**config.mk**
```make
export PLATFORM = sky130hd
export DESIGN_NAME = traffic_phase_ctrl
export DESIGN_NICKNAME = d
export VERILOG_FILES = /design/src/rtl/traffic_phase_ctrl.sv
export SDC_FILE = /design/constraint.sdc
export NUM_CORES = 1
export LEC_CHECK = 0
export BUFFER_PORTS_ARGS = -buffer_cell sky130_fd_sc_hd__buf_4
export CAP_MARGIN = 5
export CORE_ASPECT_RATIO = 1.5
export CORE_MARGIN = 3
export CORE_UTILIZATION = 43
export CTS_CLUSTER_SIZE = 8
export DETAILED_ROUTE_END_ITERATION = 16
export PLACE_DENSITY_LB_ADDON = 0.12
export SKIP_CTS_REPAIR_TIMING = 1
export SYNTH_ARGS = -nofsm -noshare
export SYNTH_HDL_FRONTEND = slang
export SYNTH_SLANG_ARGS = --single-unit
```
**constraint.sdc**
```tcl
create_clock -name clk -period 4.28 [get_ports clk]
set_input_delay 0.856 -clock clk [delete_from_list [all_inputs] [get_ports clk]]
set_output_delay 0.856 -clock clk [all_outputs]
set_load 0.01 [all_outputs]
```
**src/rtl/traffic_phase_ctrl.sv**
```systemverilog
// Two-road intersection phase sequencer: one conflict-free FSM drives the road A (main) and road B (side) light codes.
// Latency: lights and phase decode combinationally from the state register; a b_sense/ped_req press is latched on the next clk edge.
// Backpressure: none; b_sense and ped_req are latched into sticky requests, so a short pulse is never lost.
//
// Ports:
//   clk      in   rising-edge clock
//   reset    in   asynchronous, active-high reset
//   b_sense  in   road-B vehicle detector (level or pulse)
//   a_light  out  road-A code: 00 red, 01 yellow, 10 green
//   b_light  out  road-B code, same encoding (11 is never driven)
//   phase    out  current state code, for debug and monitoring
//   ped_req  in   pedestrian push-button      (only with PED_WALK_EN)
//   walk     out  pedestrian walk lamp        (only with PED_WALK_EN)
//
// Optional feature macro: PED_WALK_EN adds the pedestrian walk interval (WALK_ST).
// Without it the ped ports and WALK_ST do not exist, WALK is ignored and phase never reads 6.

module traffic_phase_ctrl #(
    parameter int CNT_W       = 8,
    parameter int ALL_RED     = 2,
    parameter int A_GREEN_MIN = 20,
    parameter int YELLOW      = 4,
    parameter int B_GREEN     = 15,
    parameter int WALK        = 10
) (
    input  logic       clk,
    input  logic       reset,
    input  logic       b_sense,
`ifdef PED_WALK_EN
    input  logic       ped_req,
    output logic       walk,
`endif
    output logic [1:0] a_light,
    output logic [1:0] b_light,
    output logic [2:0] phase
);

    typedef enum logic [2:0] {
        AR_TO_A = 3'd0,
        A_GRN   = 3'd1,
        A_YEL   = 3'd2,
        AR_TO_B = 3'd3,
        B_GRN   = 3'd4,
        B_YEL   = 3'd5
`ifdef PED_WALK_EN
        ,
        WALK_ST = 3'd6
`endif
    } state_t;

    localparam logic [1:0] LT_RED = 2'b00;
    localparam logic [1:0] LT_YEL = 2'b01;
    localparam logic [1:0] LT_GRN = 2'b10;

    // A timed state of N cycles leaves on the edge where cnt == N-1.
    localparam logic [CNT_W-1:0] AR_LAST    = CNT_W'(ALL_RED - 1);
    localparam logic [CNT_W-1:0] YEL_LAST   = CNT_W'(YELLOW - 1);
    localparam logic [CNT_W-1:0] BGRN_LAST  = CNT_W'(B_GREEN - 1);
    localparam logic [CNT_W-1:0] AMIN_LAST  = CNT_W'(A_GREEN_MIN - 1);
    localparam logic [CNT_W-1:0] WALK_LAST  = CNT_W'(WALK - 1);

    state_t           state;
    state_t           state_nxt;
    logic [CNT_W-1:0] cnt;
    logic             b_req_q;
    logic             enter_bgrn;

`ifdef PED_WALK_EN
    logic             ped_q;
    logic             ped_dest_b;   // green to enter after WALK_ST: 1 = B_GRN, 0 = A_GRN
    logic             enter_walk;
`else
    // WALK has no meaning without the walk interval; keep it referenced.
    logic [CNT_W-1:0] unused_walk;
    assign unused_walk = WALK_LAST;
`endif

    // Next-state logic
    always_comb begin
        state_nxt = state;
        case (state)
            AR_TO_A: begin
                if (cnt == AR_LAST) begin
`ifdef PED_WALK_EN
                    if (ped_q) state_nxt = WALK_ST;
                    else       state_nxt = A_GRN;
`else
                    state_nxt = A_GRN;
`endif
                end
            end
            // A rests green until a latched B request arrives after the minimum green.
            A_GRN:   if (b_req_q && (cnt >= AMIN_LAST)) state_nxt = A_YEL;
            A_YEL:   if (cnt == YEL_LAST) state_nxt = AR_TO_B;
            AR_TO_B: begin
                if (cnt == AR_LAST) begin
`ifdef PED_WALK_EN
                    if (ped_q) state_nxt = WALK_ST;
                    else       state_nxt = B_GRN;
`else
                    state_nxt = B_GRN;
`endif
                end
            end
            B_GRN:   if (cnt == BGRN_LAST) state_nxt = B_YEL;
            B_YEL:   if (cnt == YEL_LAST) state_nxt = AR_TO_A;
`ifdef PED_WALK_EN
            WALK_ST: if (cnt == WALK_LAST) state_nxt = ped_dest_b ? B_GRN : A_GRN;
`endif
            default: state_nxt = AR_TO_A;
        endcase
    end

    assign enter_bgrn = (state_nxt == B_GRN) && (state != B_GRN);
`ifdef PED_WALK_EN
    assign enter_walk = (state_nxt == WALK_ST) && (state != WALK_ST);
`endif

    // State and phase-duration counter
    always_ff @(posedge clk or posedge reset) begin
        if (reset) begin
            state <= AR_TO_A;
            cnt   <= '0;
        end else begin
            state <= state_nxt;
            if (state_nxt != state) cnt <= '0;
            else if (cnt != '1)     cnt <= cnt + 1'b1;
        end
    end

    // Sticky B request; the clear on B_GRN entry wins over a simultaneous b_sense,
    // so a press on that very edge counts as served.
    always_ff @(posedge clk or posedge reset) begin
        if (reset)           b_req_q <= 1'b0;
        else if (enter_bgrn) b_req_q <= 1'b0;
        else if (b_sense)    b_req_q <= 1'b1;
    end

`ifdef PED_WALK_EN
    // Sticky ped request and the green to resume after the walk interval.
    always_ff @(posedge clk or posedge reset) begin
        if (reset) begin
            ped_q      <= 1'b0;
            ped_dest_b <= 1'b0;
        end else begin
            if (enter_walk)   ped_q <= 1'b0;
            else if (ped_req) ped_q <= 1'b1;
            if (enter_walk)   ped_dest_b <= (state == AR_TO_B);
        end
    end
`endif

    // Light decode straight from the state register: at most one road non-red.
    always_comb begin
        a_light = LT_RED;
        b_light = LT_RED;
        case (state)
            A_GRN:   a_light = LT_GRN;
            A_YEL:   a_light = LT_YEL;
            B_GRN:   b_light = LT_GRN;
            B_YEL:   b_light = LT_YEL;
            default: ;
        endcase
    end

    assign phase = state;
`ifdef PED_WALK_EN
    assign walk  = (state == WALK_ST);
`endif

endmodule

```
==> results by group, run 1 <==
Logic synthesis
  • Yosys top cell area share: 0.351
  • Count of different cell masters after synthesis: 41
  • Biggest area consumer among synthesized cells: dfrtp_1
  • Post-Synthesis Cells: 95
  • Synthesized area: ~850 sq um
  • Syn Area/Cell: between 8 and 9 sq um
  • Warnings, synthesis: 0
  • Sequential share of the synthesized area: 0.351
  • Syn Nets: ~100
  • Top post-synthesis cells by area: dfrtp_1 (35%), nor2_1 (6.1%), a211oi_2 (4.4%)
  • #FFs+latches synth: 12

Clock tree
  • Max Root-Sink Buffers: 2
  • Reg clk slew, reported paths: about 0.08 ns
  • Clock sinks: 12
  • TritonCTS clock tree: yes
  • H-tree lvl count: 1
  • Worst-Skew Late Latency: about 0.28 ns
  • CTS root buffer: clkbuf_4
  • CTS Buf Count: 3

Place
  • Routability-driven placement congestion ratio: ~0.8
  • DP Area: just over 900 sq um
  • DP HPWL: roughly 1400 microns
  • Placed cells: 120
  • Port Buffers: 9

Global route
  • Gr usage total: 0.168
  • First-pass GRT wire length: ~3300 microns
  • Largest net degree at the start of global routing: 16
  • Antenna violations before repair: 0
  • Total gr overflow: 0
  • Vias in the first global route: approximately 740

Power and ir drop
  • Sequential cell fraction of total power: 0.353
  • Total Power: roughly 570 uW
  • Sw frac: 0.433
  • Clk network pwr share: 0.169
  • Internal power: between 300 and 400 uW
  • Pwr Density: between 500 and 600 nW/um^2
  • P_leak: approximately 0.41 nW
  • Max VDD drop: 369 uV
  • Net switching power: about 250 uW
  • Combinational share of power: 0.478

Worst setup path
  • Reg2reg setup slack: roughly 2.1 ns
  • Req. time, crit path: roughly 3.4 ns
  • R2R Path Start: cnt[0]$_DFFE_PP0P_
  • FF-to-FF path depth: 7
  • Reg2Reg Capture Point: cnt[4]$_DFFE_PP0P_
  • CP Class: reg2out
  • CP arrival: about 1.4 ns
  • CP Launch Type: flop
  • Crit-path cells: nand2b_1, nor2_1, buf_4
  • Slowest stage cell, crit path: dfrtp_1
  • Max incr delay on CP: 0.63 ns
  • CP endpoint: a_light[1]
  • Worst setup EP type: output pin
  • Critical path peak fanout: 15
  • Critical path origin: phase[0]$_DFF_PP0_

Timing
  • Fin crit share: 0.521
  • Least-Margin Pin Slew: about 0.50 ns
  • Max Slew Vio Count: 0
  • RSZ-0062 raised after global routing: false
  • Hold Vio Cnt, Final: 0
  • Clock Skew: between 0.004 and 0.005 ns
  • Hold_ws: 0.584 ns
  • Minimum period implied by the final worst setup slack: about 2.2 ns
  • Max Fclk: between 400 and 500 MHz
  • Final setup viols: 0
  • Relative slew slack: 0.664
  • Setup TNS: 0 ns

Worst hold path
  • Min-delay worst type: reg2reg
  • Hold Path Cell Cnt: 2

Routing
  • Total routed wirelength: 1850 microns
  • First-pass detailed-route iteration total: 4
  • Post-DR vias/cell: between 5 and 6
  • Routed Antenna Nets: 0
  • Detailed router's first-iteration violation count: 20
  • DRC Markers: 0
  • Vias: 733
  • WL per Instance: around 15 microns

Die
  • Chip width: roughly 42 microns
  • Ports: 10
  • # rows: 19
  • Initial Utilization: 0.461
  • DIE AREA: roughly 2600 sq um
  • Die Ht: ~61 microns
  • Core area: approximately 1900 sq um

Layout
  • Ant. Diodes: 0
  • Most common cell after layout, fill and taps aside: nor2_1
  • Final std cells w/o fill: between 100 and 150
  • Layout filler cell count: 177
  • Fraction of layout cells with a size suffix above 1: 0.243
  • Final instance area: 948 sq um
  • Layout Nets: 110
  • Commonest cells after routing, fill and taps aside: nor2_1 (14), dfrtp_1 (12), buf_4 (9)
  • Layout overhead on the synthesized area: 11.0%

Job
  • Max Cap Viol: 0

Outcome
  • Status: complete, no violations
[cells by family after synthesis]
logic type	count (synthesis)	synth area share
flops	12	0.351
xor+xnor	2	0.0205
fa+ha+maj	3	0.0439
buf+inv	11	0.0688
simple gates	45	0.300
compound gates	22	0.215
[routing by layer]
metal	GRT usage	vias up	part of all wire
met5	0	-	0
met4	0.111	0	0.037
met3	0.0237	9	0.040
met2	0.290	24	0.52
met1	0.194	333	0.40
li1	-	367	-
[worst max-delay path, delay by kind of cell, from the launching register on]
family	cells	cell delay [ns]
buf+inv	1	0.13
flops	1	0.63
simple gates	2	0.33
[area by class of cell]
cell class / instances / area (sq um) / area share
tap: 21 / 26.3 / 0.0277
clock buffer: 4 / 36.3 / 0.0383
inverter: 6 / 22.5 / 0.0237
timing repair buffer: 9 / 67.6 / 0.0712
sequential: 12 / 300 / 0.317
multi-input combinational: 72 / 495 / 0.522
[cell usage after synthesis]
| cell type | count |
|---|---|
| nand4_1 | 3 |
| o311a_1 | 1 |
| a21oi_1 | 2 |
| a211o_1 | 1 |
| nand2b_1 | 2 |
| nor3_1 | 6 |
| dfrtp_1 | 12 |
| ha_1 | 3 |
| buf_6 | 1 |
| o21bai_4 | 1 |
| inv_1 | 6 |
| a211oi_2 | 3 |
| a21oi_2 | 1 |
| nor3b_1 | 1 |
| a22oi_1 | 1 |
| or3_4 | 2 |
| a22o_1 | 1 |
| a221o_1 | 1 |
| and3_1 | 1 |
| nor4_1 | 1 |
| and4_2 | 1 |
| o21a_1 | 1 |
| or2_2 | 1 |
| o21ai_1 | 1 |
| o21ai_0 | 3 |
| xor2_1 | 1 |
| nor4bb_1 | 1 |
| a31oi_1 | 3 |
| and3_2 | 1 |
| nand3_1 | 4 |
| nand2_1 | 3 |
| a41oi_1 | 1 |
| nor2_1 | 14 |
| nor4_2 | 1 |
| and2_1 | 1 |
| xnor2_1 | 1 |
| buf_2 | 2 |
| o311ai_0 | 1 |
| buf_4 | 2 |
| nor3_2 | 1 |
| nor2b_1 | 1 |
[per-stage QoR]
stage	worst slack [ns]	utilization
finish	2.05	0.511
global route	1.91	0.511
CTS	2.06	0.511
detailed placement	2.12	0.492
global placement	2.15	0.492
floorplan	2.26	-
[state kept, by name (all words and copies together) (netlist names)]
register  cells
phase         3
cnt           8
b_req_q       1
[worst min path at each step]
stage / from / end / slack [ns]
6_report: b_req_q$_DFFE_PP0P_ / b_req_q$_DFFE_PP0P_ / 0.58
3_5_place_dp: b_req_q$_DFFE_PP0P_ / b_req_q$_DFFE_PP0P_ / 0.57
5_1_grt: reset / phase[2]$_DFF_PP0_ / 0.62
3_3_place_gp: b_req_q$_DFFE_PP0P_ / b_req_q$_DFFE_PP0P_ / 0.57
4_1_cts: b_req_q$_DFFE_PP0P_ / b_req_q$_DFFE_PP0P_ / 0.59
2_1_floorplan: b_req_q$_DFFE_PP0P_ / b_req_q$_DFFE_PP0P_ / 0.51
[power groups by stage]
stage	logic, mW	registers, mW	clock network (mW)
2_1_floorplan	0.239	0.168	0
3_3_place_gp	0.270	0.200	0
3_5_place_dp	0.273	0.202	0
4_1_cts	0.274	0.199	0.0978
5_1_grt	0.302	0.209	0.100
6_report	0.271	0.200	0.0955
(Power assumes the default switching activity.)
==> run 2: changes to the inputs <==
==> constraint.sdc (replaced) <==
create_clock -name clk -period 1.9 [get_ports clk]
set_input_delay 0.38 -clock clk [delete_from_list [all_inputs] [get_ports clk]]
set_output_delay 0.38 -clock clk [all_outputs]
set_load 0.01 [all_outputs]
==> run 2 against run 1 <==
Net effect:
- the run now ends with negative setup slack left
- die area did not move
- wire length rose by 11%
- first-iteration DRC count fell by 15%
- final cell count rose by 16%
- non-clock buffer count rose by 20
- count of clock-buffer cells in the layout did not move
- largest power group unchanged
==> results by group, run 2 (same netlist as run 1, synthesis figures left out) <==
Global route
  • Total gr overflow: 0
  • First-pass GRT wire length: between 3000 and 4000 microns
  • Gr usage total: 0.174
  • Antenna violations before repair: 0
  • Vias in the first global route: between 800 and 900
  • Largest net degree at the start of global routing: 15

Clock tree
  • H-tree lvl count: 1
  • CTS root buffer: clkbuf_4
  • Reg clk slew, reported paths: about 0.080 ns
  • Max Root-Sink Buffers: 2
  • Worst-Skew Late Latency: ~0.27 ns
  • CTS Buf Count: 3
  • Clock sinks: 12
  • TritonCTS clock tree: yes

Timing
  • Relative slew slack: 0.690
  • RSZ-0062 raised after global routing: true
  • Hold Vio Cnt, Final: 0
  • Minimum period implied by the final worst setup slack: around 1.9 ns
  • Final WS setup: -0.0337 ns
  • Max Slew Vio Count: 0
  • Max Fclk: about 520 MHz
  • Clock Skew: 0.000727 ns
  • Least-Margin Pin Slew: about 0.46 ns
  • Final setup viols: 5
  • Fin crit share: 1.02

Routing
  • WL per Instance: roughly 14 microns
  • Vias: slightly above 800
  • Post-DR vias/cell: 5.74
  • First-pass detailed-route iteration total: 4
  • Detailed router's first-iteration violation count: 17
  • Routed Antenna Nets: 0
  • Total routed wirelength: approximately 2100 microns
  • DRC Markers: 0

Layout
  • Ant. Diodes: 0
  • Final std cells w/o fill: roughly 140
  • Fraction of layout cells with a size suffix above 1: 0.407
  • Layout overhead on the synthesized area: 34.3%
  • Commonest cells after routing, fill and taps aside: buf_4 (29), nor2_1 (14), dfrtp_1 (11)
  • Layout Nets: 130
  • Final instance area: between 1000 and 1500 sq um
  • Most common cell after layout, fill and taps aside: buf_4
  • Biggest register: cnt
  • Max FFs per register: 8

Place
  • DP HPWL: 1600 microns
  • Port Buffers: 9
  • DP Area: 1060 sq um
  • Routability-driven placement congestion ratio: 0.841
  • Placed cells: 138

Worst setup path
  • CP Class: reg2reg
  • Critical path peak fanout: 5
  • Worst setup EP type: flop
  • Req. time, crit path: 2.06 ns
  • CP Launch Type: flop
  • CP arrival: roughly 2.1 ns

Power and ir drop
  • Max VDD drop: between 700 and 800 uV
  • Pwr Density: roughly 1200 nW/um^2
  • P_leak: around 0.52 nW

Die
  • # rows: 19
  • Chip width: between 40 and 50 microns
  • Ports: 10
  • Initial Utilization: 0.461
  • DIE AREA: 2570 sq um
  • Core area: between 1500 and 2000 sq um
  • Die Ht: between 60 and 70 microns

Worst hold path
  • Min-delay worst type: in2async

Outcome
  • Failing checks: negative setup slack
  • Status: finished, violations left

Job
  • Max Cap Viol: 0
-- run 2: cell types whose count changed in the layout (fill, tap and decap cells not counted), sizes merged --
cell	delta
buf	+20
-- run 2: through the flow --
step	util	hold slack [ns]	worst slack, ns	power [mW]	TNS [ns]
floorplan	-	0.245	0.00526	0.935	0
global placement	0.572	0.416	-0.0404	1.18	-0.113
detailed placement	0.572	0.430	-0.0801	1.20	-0.317
CTS	0.592	0.132	-0.0954	1.41	-0.392
global route	0.619	0.162	-0.105	1.54	-0.459
finish	0.619	0.113	-0.0337	1.43	-0.0969
-- run 2: routing by layer --
layer,up-vias,global-route usage,wire [microns]
met4,0,0.107,33
met5,-,0,0
met2,12,0.346,1180
met1,407,0.167,779
met3,4,0.0208,69
li1,403,-,-
-- run 2: worst paths after layout --
check,startpoint,endpoint,slack [ns],cells past startpoint
hold reg to reg,b_req_q$_DFFE_PP0P_,b_req_q$_DFFE_PP0P_,0.58,2
min in group clk,b_sense,b_req_q$_DFFE_PP0P_,0.35,3
hold / removal,reset,cnt[7]$_DFFE_PP0P_,0.11,2
setup reg to reg,cnt[5]$_DFFE_PP0P_,cnt[0]$_DFFE_PP0P_,-0.03,6
max in group asynchronous,reset,cnt[0]$_DFFE_PP0P_,1.45,2
setup / recovery,cnt[5]$_DFFE_PP0P_,cnt[0]$_DFFE_PP0P_,-0.03,6
-- run 2: report_power, final --
group	total (mW)	leakage (nW)	switching (mW)	internal, mW
registers	0.375	0.151	0.0559	0.319
logic	0.849	0.350	0.441	0.408
clock network	0.206	0.0210	0.0891	0.116
-- run 2: final cells by class --
type                    count  area, sq um
clock buffers               4         36.3
fillers                   182          707
inverters                   6         22.5
multi-input cells          72          543
flip-flops and latches     12          302
well taps                  21         26.3
repair buffers             29          218
-- run 2: critical path, stage by stage, from the launching register on --
cell and delay, ns:
dfrtp_1 0.42, or3_4 0.44, nor4bb_4 0.29, nor2_1 0.09
a211o_1 0.27, o21bai_4 0.23, nor2_1 0.08
==> run 3: changes to the inputs <==
--- a/config.mk
+++ b/config.mk
@@ -10,9 +10,11 @@
 export CORE_ASPECT_RATIO = 1.5
 export CORE_MARGIN = 3
 export CORE_UTILIZATION = 43
+export CTS_BUF_LIST = sky130_fd_sc_hd__clkbuf_4 sky130_fd_sc_hd__clkbuf_8 sky130_fd_sc_hd__clkbuf_16
 export CTS_CLUSTER_SIZE = 8
 export DETAILED_ROUTE_END_ITERATION = 16
 export PLACE_DENSITY_LB_ADDON = 0.12
+export SETUP_SLACK_MARGIN = 0.05
 export SKIP_CTS_REPAIR_TIMING = 1
 export SYNTH_ARGS = -nofsm -noshare
 export SYNTH_HDL_FRONTEND = slang
==> run 3 against run 2 <==
Net effect:
- the flow still finishes with violations (negative setup slack)
- maximum frequency fell by 1.9%
- combinational power up 6.8%
- non-clock buffer count down 1
- global-route usage increased by 0.79 points
- final cell count down 0.69%
- register-to-register slack worse by 0.04 ns
- die area stayed put
- sequential cell count stayed put
- via count decreased by 0.73%
- clock skew is 0.0012 ns higher
==> results by group, run 3 (same netlist as run 1, synthesis figures left out) <==
Place
  • Pre-CTS WS: -0.0822 ns
  • DP HPWL: roughly 1600 microns
  • Placed cells: between 100 and 150
  • Routability-driven placement congestion ratio: 0.816
  • DP Area: between 1000 and 1500 sq um
  • Port Buffers: 9

Worst setup path
  • Reg2reg setup slack: -0.07 ns
  • CP Launch Type: flop
  • Reg2Reg Capture Point: cnt[2]$_DFFE_PP0P_
  • CP Class: reg2reg
  • Worst setup EP type: flop
  • Slowest stage cell, crit path: dfrtp_1
  • R2R Path Start: cnt[1]$_DFFE_PP0P_
  • Crit-path cells: ha_4, or3_4, a21oi_2, nor3b_1, a221o_1, o21bai_4, nor3_2
  • Crit-path leading delay family: compound AO/OA/AOI/OAI gates
  • FF-to-FF path depth: 7
  • Max incr delay on CP: ~0.43 ns
  • Req. time, crit path: 2.10 ns
  • CP arrival: 2.17 ns
  • Critical path peak fanout: 5
  • Critical path buffer and inverter count: 0

Timing
  • Least-Margin Pin Slew: roughly 0.48 ns
  • Clock Skew: roughly 0.0019 ns
  • Minimum period implied by the final worst setup slack: about 2 ns
  • Hold Vio Cnt, Final: 0
  • Hold_ws: about 0.12 ns
  • RSZ-0062 raised after global routing: true
  • Final WS setup: -0.0702 ns
  • Max Fclk: approximately 500 MHz
  • Max Slew Vio Count: 0
  • Fin crit share: 1.04
  • Relative slew slack: 0.678
  • Final setup viols: 5

Layout
  • Final std cells w/o fill: 143
  • Final instance area: roughly 1200 sq um
  • Biggest register: cnt
  • Ant. Diodes: 0
  • Layout overhead on the synthesized area: 37.6%
  • Layout Nets: 129
  • Fraction of layout cells with a size suffix above 1: 0.434
  • Commonest cells after routing, fill and taps aside: buf_4 (27), nor2_1 (12), dfrtp_1 (11)
  • Max FFs per register: 8
  • Most common cell after layout, fill and taps aside: buf_4

Die
  • DIE AREA: about 2600 sq um
  • Initial Utilization: 0.461
  • Ports: 10
  • # rows: 19
  • Core area: about 1900 sq um
  • Chip width: ~42 microns
  • Die Ht: around 61 microns

Power and ir drop
  • Max VDD drop: roughly 740 uV
  • P_leak: around 0.52 nW
  • Pwr Density: between 1000 and 1500 nW/um^2

Clock tree
  • Worst-Skew Late Latency: 0.27 ns
  • Reg clk slew, reported paths: about 0.080 ns
  • Clock sinks: 12
  • TritonCTS clock tree: yes
  • Max Root-Sink Buffers: 2
  • H-tree lvl count: 1
  • CTS root buffer: clkbuf_4
  • CTS Buf Count: 3

Global route
  • Antenna violations before repair: 0
  • Largest net degree at the start of global routing: 15
  • Vias in the first global route: ~820
  • Gr usage total: 0.182
  • First-pass GRT wire length: ~3500 microns
  • Total gr overflow: 0

Routing
  • DRC Markers: 0
  • Routed Antenna Nets: 0
  • Total routed wirelength: roughly 2100 microns
  • Post-DR vias/cell: ~5.7
  • First-pass detailed-route iteration total: 4
  • Detailed router's first-iteration violation count: 13
  • WL per Instance: 14.7 microns
  • Vias: 820

Outcome
  • Status: finished, violations left
  • Failing checks: negative setup slack

Job
  • Max Cap Viol: 0

Worst hold path
  • Min-delay worst type: in2async
run 3: routing by layer:
metal,vias up,wire (microns),global-route usage
li1,399,-,-
met2,23,1140,0.333
met5,-,0,0
met1,392,831,0.201
met4,0,59,0.111
met3,6,65,0.0178
run 3: per-stage QoR:
stage           util  TNS [ns]  power [mW]
6_report       0.634    -0.205        1.49
5_1_grt        0.634    -0.561        1.61
4_1_cts        0.588    -0.381        1.42
3_5_place_dp   0.568    -0.354        1.21
3_3_place_gp   0.568    -0.369        1.19
2_1_floorplan      -         0       0.950
run 3: area by class of cell:
class,instances,area [sq um]
fill,182,678
multi-input combinational,72,576
sequential,12,302
timing repair buffer,28,214
clock buffer,4,36.3
tap,21,26.3
inverter,6,22.5
run 3: worst max path at each step:
stage,cells after the start,slack (ns),endpoint,start
2_1_floorplan,7,0.005,cnt[2]$_DFFE_PP0P_,cnt[1]$_DFFE_PP0P_
3_3_place_gp,6,-0.09,cnt[0]$_DFFE_PP0P_,cnt[7]$_DFFE_PP0P_
3_5_place_dp,6,-0.08,cnt[3]$_DFFE_PP0P_,cnt[7]$_DFFE_PP0P_
4_1_cts,6,-0.09,cnt[3]$_DFFE_PP0P_,cnt[7]$_DFFE_PP0P_
5_1_grt,7,-0.12,cnt[2]$_DFFE_PP0P_,cnt[1]$_DFFE_PP0P_
6_report,7,-0.07,cnt[2]$_DFFE_PP0P_,cnt[1]$_DFFE_PP0P_
run 3: worst reg2reg max path: stages (launching register included):
cell and delay (ns):
dfrtp_1 0.43, ha_4 0.18, or3_4 0.35, a21oi_2 0.15
nor3b_1 0.08, a221o_1 0.33, o21bai_4 0.22, nor3_2 0.16
run 3: power breakdown:
part / internal (mW) / switching [mW]
Clock: 0.116 / 0.0873
Sequential: 0.319 / 0.0630
Combinational: 0.439 / 0.469
